**config.mk**
```make
export PLATFORM = sky130hd
export DESIGN_NAME = uart_rx_fifo
export DESIGN_NICKNAME = d
export VERILOG_FILES = /design/src/rtl/soc_uart_pkg.sv /design/src/rtl/uart_rx_fifo_mem.sv /design/src/rtl/uart_rx_fifo.sv
export SDC_FILE = /design/constraint.sdc
export NUM_CORES = 1
export LEC_CHECK = 0
export BUFFER_PORTS_ARGS = -buffer_cell sky130_fd_sc_hd__buf_2
export CORE_ASPECT_RATIO = 1.4
export CORE_UTILIZATION = 50
export CTS_BUF_LIST = sky130_fd_sc_hd__clkbuf_16
export DETAILED_ROUTE_END_ITERATION = 8
export PLACE_DENSITY = 0.71
export SYNTH_ARGS = -nofsm -noshare
export SYNTH_HDL_FRONTEND = slang
export SYNTH_SLANG_ARGS = --single-unit
```
**constraint.sdc**
```tcl
create_clock -name clk -period 2.4 [get_ports clk]
set_clock_uncertainty 0.15 [all_clocks]
set_input_delay 0.48 -clock clk [delete_from_list [all_inputs] [get_ports clk]]
set_output_delay 0.48 -clock clk [all_outputs]
set_load 0.05 [all_outputs]
```
**src/rtl/soc_uart_pkg.sv**
```systemverilog
// Shared UART definitions: RX FIFO sizing, the empty-read word and the byte type.
package soc_uart_pkg;

    localparam int UART_RX_FIFO_DEPTH = 16;
    localparam logic [31:0] UART_RX_EMPTY_WORD = 32'hFFFF_FFFF;

    typedef logic [7:0] uart_byte_t;

endpackage

```
**src/rtl/uart_rx_fifo_mem.sv**
```systemverilog
// UART RX FIFO storage: DEPTH x 8 register array, synchronous write, asynchronous read.
module uart_rx_fifo_mem
    import soc_uart_pkg::*;
#(
    parameter int DEPTH = UART_RX_FIFO_DEPTH,
    parameter int AW    = $clog2(DEPTH)
) (
    input  logic          clk,
    input  logic          we,
    input  logic [AW-1:0] waddr,
    input  uart_byte_t    wdata,
    input  logic [AW-1:0] raddr,
    output uart_byte_t    rdata
);

    uart_byte_t mem [DEPTH];

    // Write the accepted byte; storage is never reset, emptiness is tracked by the controller.
    always_ff @(posedge clk) begin
        if (we) begin
            mem[waddr] <= wdata;
        end
    end

    // Head byte is visible immediately from the read pointer (fall-through).
    assign rdata = mem[raddr];

endmodule

```
**src/rtl/uart_rx_fifo.sv**
```systemverilog
// UART RX FIFO: first-word-fall-through byte buffer with fill-level IRQ and sticky overflow.
//
// Handshake: in_valid and data_rd are single-cycle strobes with no backpressure.
// A byte offered while full (and not matched by an accepted pop) is dropped and
// flagged in overflow; a pop while empty is ignored. clear beats both strobes.
module uart_rx_fifo
    import soc_uart_pkg::*;
#(
    parameter int DEPTH     = UART_RX_FIFO_DEPTH,
    parameter int THRESHOLD = 1
) (
    input  logic                     clk,
    input  logic                     resetn,
    input  logic                     in_valid,
    input  logic [7:0]               in_data,
    input  logic                     data_rd,
    input  logic                     clear,
    output logic [31:0]              data,
    output logic [$clog2(DEPTH):0]   count,
    output logic                     full,
    output logic                     overflow,
    output logic                     rx_irq
);

    localparam int AW = $clog2(DEPTH);
    localparam int CW = AW + 1;

    logic [AW-1:0] wr_ptr;
    logic [AW-1:0] rd_ptr;
    logic          empty;
    logic          pop_ok;
    logic          push_ok;
    logic          drop;
    uart_byte_t    head_byte;

    // Accept decisions from the current fill level; a pop frees a slot for a same-cycle push.
    always_comb begin
        empty   = (count == '0);
        pop_ok  = data_rd && !empty;
        push_ok = in_valid && (!full || pop_ok);
        drop    = in_valid && full && !pop_ok;
    end

    // Pointers, fill counter and sticky overflow; clear wins over any push or pop.
    always_ff @(posedge clk or negedge resetn) begin
        if (!resetn) begin
            wr_ptr   <= '0;
            rd_ptr   <= '0;
            count    <= '0;
            overflow <= 1'b0;
        end else if (clear) begin
            wr_ptr   <= '0;
            rd_ptr   <= '0;
            count    <= '0;
            overflow <= 1'b0;
        end else begin
            if (push_ok) begin
                wr_ptr <= wr_ptr + 1'b1;
            end
            if (pop_ok) begin
                rd_ptr <= rd_ptr + 1'b1;
            end
            case ({push_ok, pop_ok})
                2'b10:   count <= count + 1'b1;
                2'b01:   count <= count - 1'b1;
                default: count <= count;
            endcase
            if (drop) begin
                overflow <= 1'b1;
            end
        end
    end

    uart_rx_fifo_mem #(
        .DEPTH (DEPTH),
        .AW    (AW)
    ) u_mem (
        .clk   (clk),
        .we    (push_ok && !clear),
        .waddr (wr_ptr),
        .wdata (in_data),
        .raddr (rd_ptr),
        .rdata (head_byte)
    );

    // Status flags and head word, all combinational from registered state.
    always_comb begin
        full   = (count == CW'(DEPTH));
        rx_irq = (count >= CW'(THRESHOLD));
        data   = empty ? UART_RX_EMPTY_WORD : {24'h0, head_byte};
    end

endmodule

```
=== Yosys cells after proc, flatten, opt, wreduce, memory -nomap -nowiden ===
Memory sizes are Yosys's and may differ from the RTL's.
Cells that the tools add are included.

* Flip-flop bits (word level): 14
* Bits in writable memories: 128
* Bits of input ports: 13
* Logic and storage cells: 39
* Memories kept: 1

{| class="wikitable"
|+ Memory list
! memory !! words !! bits a word !! rd ports !! clocked after memory_dff !! write ports !! RTL line !! text
|-
| u_mem.mem || 16 || 8 || 1 || 0 || 1 || uart_rx_fifo_mem.sv:16 || <nowiki>uart_byte_t mem [DEPTH];</nowiki>
|}

* Add/subtract/negate cells: 4
* Magnitude comparators: 1
* Equality and inequality tests: 3
* Multiplexer cells: 11
* Reduce and logical (&&, ||, !) cells: 15

{| class="wikitable"
|+ Operators by type and width
! cell !! count
|-
| $mux 32 || 1
|-
| $mux 4 || 4
|-
| $pmux 5 s2 || 1
|-
| $add 4x1->4 const B || 2
|-
| $reduce_bool 2->1 || 3
|-
| $add 5x1->5 const B || 1
|-
| $eq 5x5->1 const B || 1
|-
| $ge 5x1->1 const B || 1
|-
| $logic_and 1x1->1 || 5
|-
| $logic_not 5->1 || 1
|-
| $mux 5 || 1
|-
| $sub 5x1->5 const B || 1
|-
| $logic_not 1->1 || 4
|-
| $mux 1 || 4
|-
| $reduce_bool 3->1 || 1
|-
| $eq 2x1->1 const B || 1
|-
| $eq 2x2->1 const B || 1
|-
| $logic_or 1x1->1 || 1
|}

=== Logic depth before layout (Yosys ltp) ===
Gate-level depths: netlist of the first run.

* Depth after elaboration: 8
* Depth in mapped cells: 8

=== Modules after synthesis ===
Synthesis of the first run repeated with hierarchy kept, for this count alone.

* Cell total of the unflattened synthesis: 348
* Area total of the unflattened synthesis: 6148.4 µm²

{| class="wikitable"
|+ Modules (own cells, without submodules)
! module !! times used !! cells each !! area an instance (µm²)
|-
| uart_rx_fifo_mem || 1 || 221 || 4987.3
|-
| uart_rx_fifo || 1 || 127 || 1161.1
|}

=== Least setup slack after synthesis of the first run ===
Ideal clock, no wire load.

* Path kind: register -> output
* From: register count[1]
* To: output data[0]
* Arrival time: 2.562 ns
* Required time: 1.770 ns
* Path slack: -0.792 ns
* Stages on the path, launching flop included: 9
* Cells stage by stage: dfrtp_1 inv_1 ha_1 or4b_1 buf_2 clkinv_2 buf_2 a31oi_1 o21ai_0

* Longest elaborated chain between the ends: 2

{| class="wikitable"
|+ Ends and longest elaborated chain
! item !! RTL line !! text
|-
| start, declared || uart_rx_fifo.sv:19 || <nowiki>output logic [$clog2(DEPTH):0] count,</nowiki>
|-
| start signal, assigned || uart_rx_fifo.sv:64 || <nowiki>2'b10: count <= count + 1'b1;</nowiki>
|-
| start signal, assigned || uart_rx_fifo.sv:65 || <nowiki>2'b01: count <= count - 1'b1;</nowiki>
|-
| start signal, assigned || uart_rx_fifo.sv:66 || <nowiki>default: count <= count;</nowiki>
|-
| $logic_not 5->1 || uart_rx_fifo.sv:38 || <nowiki>empty = (count == '0);</nowiki>
|-
| net empty || uart_rx_fifo.sv:30 || <nowiki>logic empty;</nowiki>
|-
| $mux 32 || uart_rx_fifo.sv:90 || <nowiki>data = empty ? UART_RX_EMPTY_WORD : {24'h0, head_byte};</nowiki>
|-
| end, declared || uart_rx_fifo.sv:18 || <nowiki>output logic [31:0] data,</nowiki>
|}

The timed path passes the listed nets, and every way through them passes these cells.

=== Worst setup path in the final report of the first run ===
* From: register rd_ptr[0]
* To: output data[1]

* Longest elaborated chain between the ends: 2

{| class="wikitable"
|+ Ends and longest elaborated chain
! item !! RTL line !! text
|-
| start, declared || uart_rx_fifo.sv:29 || <nowiki>logic [AW-1:0] rd_ptr;</nowiki>
|-
| start signal, assigned || uart_rx_fifo.sv:61 || <nowiki>rd_ptr <= rd_ptr + 1'b1;</nowiki>
|-
| $mem_v2 16x8 || -- ||
|-
| $mux 32 || uart_rx_fifo.sv:90 ||
|}

No other way between the ends.

==> impl_results.md, run 1 <==
- Outcome: finished with violations
- Failing checks: setup timing
- Syn avg cell area: 16.2 sq um
- # Max-Cap Violations: 0
- Num CTS Buffers: 17
- WL/cell: 23.0 um
- Core area: 11900 sq um
- CTS H-tree depth: 4
- Final Net Count: 499
- Startpoint types: flip-flop
- Period minus WS final: 2.86 ns
- Detail Route Antenna Nets: 0
- # DRC: 0
- Filler instances: 680
- Finished Core Util: 0.708
- Finished Layout Cells: 636
- Vias in the first global route: 3833
- Worst setup EP type: primary output
- Post-Route WL: 14.7 mm
- Worst slew pin tran: 0.452 ns
- Worst Hold Class: in -> reg
- Vert. Die Dim: 133 um
- Synth area leaders: edfxtp_1 62%, mux4_2 8.8%, dfrtp_1 5.7%
- Most common flop cell mapped by yosys: edfxtp_1
- Clock Path Buffers: 2
- Top cell type by total area after synthesis: edfxtp_1
- Vias: 3691
- Die width: 95.9 um
- CP Class: reg -> out
- Cell Area, Synth: 6170 sq um
- Multi-input gate area: 2000 sq um
- Worst skew pair latency: 0.41 ns
- Design area: 8450 sq um
- Gr usage total: 0.242
- Peak supply drop: 0.776 mV
- Starting density of the core: 0.517
- Via-to-Cell Ratio: 5.80
- Placed Instance Area: 7030 sq um
- Worst Path Required: 1.77 ns
- Largest net degree at the start of global routing: 18
- 1st-pass router iterations: 4
- Synth top area share: 0.623
- Row count: 47
- Final slew viol count: 0
- Synth async-reset ratio: 0.0986
- Die footprint: 12800 sq um
- Reg clk slew, reported paths: 0.06 ns
- Unrepaired setup endpoints after global routing: true
- LEAKAGE: 3.01 nW
- Top-level I/O count: 53
- Setup TNS: -10.07 ns
- Number of flops mapped to enable cells by yosys: 128
- Yosys warning count: 0
- Count of cell types in the netlist: 41
- Final HPWL DP: 8.53 mm
- Mapped Cells: 382
- Pwr/cell area: 1440 nW/um^2
- Initial antenna violation count: 0
- Endpoints failing hold: 0
- CP Data Arrival Time: 2.23 ns
- First-pass GRT wire length: 21.5 mm
- Post-Syn Nets: 404
- Register area: 4200 sq um
- Diode count: 0
- Crit Path Max Fanout: 5
- CTS tree: built
- Final setup viols: 35
- I/O Buffers: 52
- Area Overhead vs Synth: 37.0%
- RePlAce Congestion: 0.813
- Root Buffer: clkbuf_16
- Yosys reg bits: 142
- Initial DRC Count: 244
- Setup ws final: -0.457 ns
- Clock sinks: 142
- Max transition margin: 0.699
- Tcrit/Tclk final: 1.19
- F_max: 350 MHz
- Global route total overflow: 0
- Placed cell count: 583
- Share of layout cells above drive strength 1: 0.458
- Sequential share of the synthesized area: 0.680
==> cell usage in the layout (no fill, tap or decap), drive strengths merged, types with 4 or more instances in the layout <==
| cell type | n |
|---|---|
| mux2i | 26 |
| clkinv | 10 |
| mux4 | 24 |
| dfrtp | 14 |
| nand3 | 4 |
| clkbuf | 17 |
| edfxtp | 128 |
| a22oi | 8 |
| nor3 | 7 |
| buf | 119 |
| ha | 9 |
| xor2 | 5 |
| nand2 | 12 |
| nor2b | 5 |
| a31oi | 11 |
| o21ai | 12 |
| nand2b | 12 |
| nor2 | 26 |
| inv | 8 |
==> state kept, by name, indices dropped and copies added, names as in the netlist <==
register,count
overflow,1
wr_ptr,4
u_mem.mem,128
rd_ptr,4
count,5
==> through the flow <==
step	worst slack (ns)	total power [mW]	hold WS (ns)
after floorplan	-0.0753	6.67	0.0344
after global placement	-0.0942	7.02	0.252
after CTS	-0.432	11.5	0.303
after detailed placement	-0.0951	7.06	0.264
after global routing	-0.527	12.5	0.313
final	-0.457	12.1	0.312
==> cell usage after synthesis, drive strengths merged, types with 7 or more instances <==
cell and count:
mux2i 26, o21ai 12, a31oi 11, nand2 12, nor2 26, ha 9
clkbuf 8, nor3 7, edfxtp 128, dfrtp 14, nand2b 12, mux4 24
buf 39, a22oi 8
==> kinds of logic (layout without fill, tap and decap cells) <==
family | count (synthesis) | count (layout) | synth area share
flops | 142 | 142 | 0.680
simple gates | 76 | 76 | 0.0618
buf+inv | 54 | 161 | 0.0527
mux | 53 | 53 | 0.135
compound gates | 41 | 41 | 0.0424
fa+ha+maj | 9 | 9 | 0.0182
xor+xnor | 7 | 7 | 0.00994
==> routing by layer <==
layer | wire length, um | up-vias | global-route usage
met5 | 0 | - | 0
met4 | 519 | 0 | 0.133
met3 | 760 | 35 | 0.0559
met2 | 8070 | 169 | 0.421
met1 | 5310 | 1855 | 0.268
li1 | - | 1632 | -
==> power breakdown <==
group	switching (mW)	total (mW)	internal (mW)	leakage (nW)
registers	0.0755	2.84	2.77	1.34
logic	3.72	6.73	3.02	1.40
clock network	0.950	2.56	1.61	0.281
total	4.74	12.1	7.39	3.01
==> final timing paths <==
check / start / endpoint / slack [ns] / depth (start not counted)
max: rd_ptr[0] / data[1] / -0.46 / 6
min: in_data[2] / u_mem.mem[9][2] / 0.31 / 1
max reg2reg: count[0] / count[3] / -0.07 / 9
min reg2reg: overflow / overflow / 0.38 / 2
max in group asynchronous: resetn / rd_ptr[1] / 1.46 / 2
min in group asynchronous: resetn / rd_ptr[0] / 0.35 / 2
==> layout make-up <==
class | instances | share of cell area
flip-flops and latches | 142 | 0.497
multi-input cells | 186 | 0.236
repair buffers | 120 | 0.163
clock buffers | 17 | 0.0503
well taps | 147 | 0.0218
clock inverters | 14 | 0.0181
repair inverters | 3 | 0.00844
inverters | 7 | 0.00488
==> critical path: stages, from the launching register on <==
cell and delay [ns]:
dfrtp_2 0.44, buf_12 0.15, mux4_2 0.52, nand2b_1 0.23, a31oi_4 0.23, o21ai_4 0.08
buf_6 0.16
==> repair_timing <==
item                                    4_1_cts  5_1_grt
buffers inserted                             15        6
hold endpoints to repair                     14        0
cloned                                        3        1
endpoints found under the setup margin       33       45
hold buffers                                  1        0
pin swaps                                    10       11
resized for setup                           114       39
No activity file was read; power rests on OpenSTA's default activity.
==> run 2: changes to the inputs <==
Settings changed: PLACE_DENSITY 0.71 to 0.69.
Clock period 2.4 ns to 3.4 ns, I/O delays scaled along.
==> run 2 against run 1 <==
  * The flow finishes with violations (hold timing)
  * Die area stayed put
  * Routed wire length is 19% lower
  * Clock power is 25% lower
  * Global-route usage is 3.9 points lower
  * Cell count is 7.2% lower
  * Combinational power is 62% lower
  * Highest routed layer unchanged
  * Sequential share of layout area is 9.0 points higher
  * Clock-buffer cell count stayed put
  * Sequential power is 29% lower
  * Core utilization is 11 points lower
  * Critical path depth is 1 higher
  * Setup slack better by 0.60 ns
==> impl_results.md, run 2 (synthesis results as in run 1) <==
- Root Buffer: clkbuf_16
- Register area: 4200 sq um (about the same)
- Global route total overflow: 0 (unchanged)
- Reg clk slew, reported paths: 0.06 ns (about the same)
- Top flop regs: u_mem.mem x128, count x5
- Unrepaired setup endpoints after global routing: false
- Die footprint: 12800 sq um (unchanged)
- Final setup viols: 0 (-100%)
- Outcome: finished with violations
- CP Class: reg -> out
- Critical path depth in cells: 7 (+1)
- Finished Core Util: 0.599 (-0.109)
- Final Net Count: 453 (-9.2%)
- Depth of the worst register-to-register path: 8 (-1)
- Largest net degree at the start of global routing: 36 (+18)
- Vias in the first global route: 3316 (-13%)
- Row count: 47 (unchanged)
- Initial antenna violation count: 0 (unchanged)
- Detail Route Antenna Nets: 0 (unchanged)
- Share of layout cells above drive strength 1: 0.314 (-0.144)
- Peak supply drop: 0.497 mV (-36%)
- LEAKAGE: 2.50 nW (-17%)
- Vert. Die Dim: 133 um (unchanged)
- RR Endpoint: u_mem.mem[1][7]
- Placed Instance Area: 6510 sq um (-7.3%)
- Core area: 11900 sq um (unchanged)
- Worst skew pair latency: 0.43 ns (+0.02 ns)
- Starting density of the core: 0.517 (unchanged)
- Endpoints failing hold: 6 (+6)
- Filler instances: 891 (+31%)
- Crit-path cells: inv_1, ha_1, or4b_4, clkinv_4, a31oi_1, o21ai_0, buf_2
- Vias: 3406 (-7.7%)
- Num CTS Buffers: 17 (unchanged)
- FF-to-FF Start: count[1]
- Area Overhead vs Synth: 16.0%
- Hold Buf Count CTS: 0 (-1)
- Worst setup EP type: primary output
- Die width: 95.9 um (unchanged)
- Via-to-Cell Ratio: 5.77 (-0.53%)
- Postcts setup bufs: 0 (-15)
- 1st-pass router iterations: 6 (+2)
- Post-Route WL: 11.9 mm (-19%)
- Failing checks: hold timing
- CTS tree: built
- Period minus WS final: 3.26 ns
- Top-level I/O count: 53 (unchanged)
- Pwr/cell area: 913 nW/um^2 (-36%)
- Startpoint types: flip-flop
- Worst Hold Class: in -> async
- Critical Path Sink: data[5]
- # Max-Cap Violations: 0 (unchanged)
- Worst slew pin tran: 0.596 ns (+0.144 ns)
- Design area: 7160 sq um (-15%)
- Hold Slack: -0.00628 ns (-0.318 ns)
- Final slew viol count: 0 (unchanged)
- Commonest non-fill, non-tap cell in the layout: edfxtp_1
- WP buf/inv: 3 (+1)
- Clock sinks: 142 (unchanged)
- Multi-input gate area: 1660 sq um (-17%)
- Worst-path cell with the longest stage delay: or4b_4
- I/O Buffers: 52 (unchanged)
- Max stage delay on crit path: 0.55 ns (+0.03 ns)
- Crit Path Max Fanout: 18 (+13)
- Most frequent cells in the layout: 128 x edfxtp_1, 49 x buf_2, 26 x mux2i_1, 26 x nor2_1, 26 x buf_4
- Final HPWL DP: 7.50 mm (-12%)
- Most flops, register: u_mem.mem
- F_max: 307 MHz
- Largest register FFs: 128 (unchanged)
- First-pass GRT wire length: 18.1 mm (-16%)
- CTS H-tree depth: 4 (unchanged)
- Worst Path Required: 2.57 ns (+0.80 ns)
- Max transition margin: 0.601 (-0.0974)
- Diode count: 0 (unchanged)
- CP top delay family: buffers and inverters
- Gr usage total: 0.204 (-0.0388)
- Setup TNS: 0 ns (+10.07 ns)
- Worst reg2reg setup slack: 0.79 ns (+0.86 ns)
- Clock Path Buffers: 2 (unchanged)
- Worst Setup SP: count[1]
- # DRC: 0 (unchanged)
- RePlAce Congestion: 0.780 (-4.1%)
- Initial DRC Count: 194 (-20%)
- CP Data Arrival Time: 2.43 ns (+0.20 ns)
- WL/cell: 20.1 um (-13%)
- Tcrit/Tclk final: 0.958
-- run 2: cell types whose count changed in the layout (fill, tap and decap cells not counted), moves of 8 or more --
cell     previous run  this run
o21ai_4             8         0
buf_2              18        49
o21ai_0             4        12
buf_12             29         1
buf_8              12         0
a31oi_1             3        11
buf_4              46        26
buf_6              13         0
-- run 2: per-layer routing --
layer | track usage | part of all wire | vias to the layer above
met5 | 0 | 0 | -
met4 | 0.108 | 0.027 | 0
met3 | 0.0565 | 0.044 | 19
met2 | 0.329 | 0.51 | 123
met1 | 0.246 | 0.42 | 1719
li1 | - | - | 1545
-- run 2: timing repair --
action,in CTS,in global routing
cloned,0,1
gates resized for setup,5,2
setup endpoints to repair,8,8
-- run 2: power breakdown --
group          switching [mW]  total [mW]  internal [mW]
sequential             0.0729        2.02           1.95
combinational            1.94        2.59          0.649
clock                   0.696        1.92           1.22
-- run 2: metrics by stage --
stage / hold slack, ns / power [mW] / std cells / setup WS [ns]
6_report: -0.00628 / 6.53 / 590 / 0.144
5_1_grt: 0.0151 / 6.81 / 590 / 0.00473
4_1_cts: 0.00521 / 6.53 / 589 / 0.00262
3_5_place_dp: 0.344 / 4.59 / 558 / 0.354
3_3_place_gp: 0.334 / 4.57 / 558 / 0.468
2_1_floorplan: 0.234 / 4.42 / 382 / 0.00810
-- run 2: worst min path at each step --
stage	from	to	slack, ns
2_1_floorplan	resetn	count[0]	0.23
3_3_place_gp	overflow	overflow	0.33
3_5_place_dp	overflow	overflow	0.34
4_1_cts	resetn	count[0]	0.005
5_1_grt	resetn	count[1]	0.02
6_report	resetn	count[0]	-0.006
-- run 2: cell type report --
class                           instances  share of cell area
Tap cell                              147              0.0257
Clock buffer                           17              0.0595
Clock inverter                         14              0.0269
Inverter                                7             0.00437
Multi-Input combinational cell        186               0.232
Timing Repair Buffer                   76              0.0643
Timing Repair inverter                  1            0.000699
Sequential cell                       142               0.587
-- run 2: worst reg2reg max path, cell delays in order (launching register included) --
cell and delay (ns):
dfrtp_1 0.46, inv_1 0.15, ha_1 0.22, nor3b_1 0.15, buf_4 0.16, a211oi_1 0.39
nand2_1 0.23, nor3_1 0.18, buf_4 0.22
==> run 3: changes to the inputs <==
==> constraint.sdc (replaced) <==
create_clock -name clk -period 3.4 [get_ports clk]
set_clock_uncertainty 0.15 [all_clocks]
set_input_delay 0.51 -clock clk [delete_from_list [all_inputs] [get_ports clk]]
set_output_delay 0.51 -clock clk [all_outputs]
set_load 0.05 [all_outputs]
==> run 3 against run 2 <==
  * Die area is the same
  * Sequential power is essentially flat
  * Combinational power is essentially flat
  * Global-route usage grew 0.19 points
  * Clock power shrank 7%
  * Setup slack gained 0.066 ns
  * The flow now finishes without violations
  * Cell count shrank 0.34%
  * Highest routed layer unchanged
  * Routed wire length grew 1.3%
  * Critical endpoint is now data[1]
==> impl_results.md, run 3 (synthesis results as in run 1) <==
- Largest register FFs: 128 (unchanged)
- Worst reg2reg setup slack: 0.86 ns (+0.07 ns)
- Starting density of the core: 0.517 (unchanged)
- WHS Path Cells: 3
- CTS tree: built
- CTS H-tree depth: 4 (unchanged)
- WL met3: 679 um (+29%)
- Finished Layout Cells: 588 (-0.34%)
- Depth of the worst register-to-register path: 7 (-1)
- Global route total overflow: 0 (unchanged)
- CP Data Arrival Time: 2.53 ns (+0.10 ns)
- F_max: 313 MHz (+2.1%)
- # DRC: 0 (unchanged)
- CP Class: reg -> out
- Initial DRC Count: 231 (+19%)
- Share of layout cells above drive strength 1: 0.311 (-0.00311)
- FF-to-FF Start: count[0]
- Largest net degree at the start of global routing: 36 (unchanged)
- Critical Path Sink: data[1]
- Vias: 3393 (-0.38%)
- Worst slew pin tran: 0.674 ns (+0.0778 ns)
- Detail Route Antenna Nets: 0 (unchanged)
- Crit Path Max Fanout: 18 (unchanged)
- Peak supply drop: 0.565 mV (+14%)
- Vias in the first global route: 3347 (+0.93%)
- Final setup viols: 0 (unchanged)
- LEAKAGE: 2.46 nW (-1.6%)
- I/O Buffers: 52 (unchanged)
- # Max-Cap Violations: 0 (unchanged)
- Worst Setup SP: count[1]
- Top-level I/O count: 53 (unchanged)
- Top flop regs: u_mem.mem x128, count x5
- 1st-pass router iterations: 5 (-1)
- Met1 WL: 4.83 mm (-3.0%)
- Core area: 11900 sq um (unchanged)
- Hold Slack: 0.330 ns (+0.336 ns)
- Worst skew pair latency: 0.41 ns (-0.02 ns)
- Pwr/cell area: 899 nW/um^2 (-1.5%)
- Tcrit/Tclk final: 0.938 (-0.0193)
- Area Overhead vs Synth: 14.8%
- Final slew viol count: 0 (unchanged)
- Most flops, register: u_mem.mem
- Post-Route WL: 12.0 mm (+1.3%)
- Die footprint: 12800 sq um (unchanged)
- Endpoints failing hold: 0 (-6)
- Startpoint types: flip-flop
- Worst Hold Class: in -> reg
- Num CTS Buffers: 17 (unchanged)
- Row count: 47 (unchanged)
- Vert. Die Dim: 133 um (unchanged)
- RePlAce Congestion: 0.735 (-5.8%)
- First-pass GRT wire length: 18.5 mm (+2.1%)
- Final Net Count: 450 (-0.66%)
- Root Buffer: clkbuf_16
- Initial antenna violation count: 0 (unchanged)
- Diode count: 0 (unchanged)
- Clock sinks: 142 (unchanged)
- WL/cell: 20.4 um (+1.6%)
- Most frequent cells in the layout: 128 x edfxtp_1, 51 x buf_2, 26 x mux2i_1, 26 x nor2_1, 24 x mux4_2
- Die width: 95.9 um (unchanged)
- Final HPWL DP: 7.59 mm (+1.2%)
- Max transition margin: 0.549 (-0.0520)
- Metal2 WL: 6.31 mm (+4.5%)
- Gr usage total: 0.205 (+0.00189)
- Filler instances: 883 (-0.90%)
- Placed cell count: 554 (-0.72%)
- Commonest non-fill, non-tap cell in the layout: edfxtp_1
- Worst Path Required: 2.74 ns (+0.17 ns)
- Setup TNS: 0 ns (unchanged)
- DR top layer: met4
- Clock Path Buffers: 2 (unchanged)
- RR Endpoint: u_mem.mem[0][7]
- Reg clk slew, reported paths: 0.06 ns (about the same)
- Outcome: complete, no violations
- Worst setup EP type: primary output
- Period minus WS final: 3.19 ns (-0.0656 ns)
- Via-to-Cell Ratio: 5.77 (about the same)
- Unrepaired setup endpoints after global routing: false
run 3: where the power goes:
| part | internal (mW) | switching, mW |
|---|---|---|
| clock network | 1.03 | 0.748 |
| logic | 0.621 | 1.94 |
| registers | 1.95 | 0.0823 |
run 3: layout make-up:
type | instances | area [sq um] | area share
inverters | 7 | 31.3 | 0.00441
repair buffers | 73 | 435 | 0.0615
multi-input cells | 186 | 1660 | 0.234
clock inverters | 15 | 150 | 0.0212
well taps | 147 | 184 | 0.0260
flip-flops and latches | 142 | 4200 | 0.592
clock buffers | 17 | 425 | 0.0600
repair inverters | 1 | 5.00 | 0.000706
run 3: timing repair:
action,in CTS,in global routing
cloned,0,1
hold buffers,1,0
gates resized for setup,1,3
endpoints found under the hold margin,14,0
buffers inserted,0,0
endpoints found under the setup margin,3,7
run 3: layer usage:
layer / vias up / GRT usage
met5: - / 0
met4: 0 / 0.0854
met3: 10 / 0.0519
met2: 138 / 0.330
met1: 1709 / 0.265
li1: 1536 / -
run 3: worst min-delay path by stage:
stage,start,to
after global routing,in_data[6],u_mem.mem[3][6]
after CTS,data_rd,rd_ptr[1]
after global placement,resetn,wr_ptr[1]
after floorplan,resetn,count[0]
after detailed placement,resetn,wr_ptr[0]
final,data_rd,rd_ptr[1]
run 3: critical path, cell delays in order, from the launching register on:
cell and delay (ns):
dfrtp_1 0.46, inv_1 0.18, ha_1 0.19, or4b_4 0.55, clkinv_4 0.16, a31oi_1 0.08
o21ai_0 0.17, buf_2 0.32
run 3: through the flow:
step | area [sq um] | util | power, mW | setup WS, ns
final | 7090 | 0.594 | 6.37 | 0.210
after global routing | 7090 | 0.594 | 6.66 | 0.0470
after CTS | 7070 | 0.592 | 6.37 | 0.0421
after detailed placement | 6480 | 0.543 | 4.59 | 0.394
after global placement | 6480 | 0.543 | 4.57 | 0.471
after floorplan | 6170 | - | 4.42 | 0.178
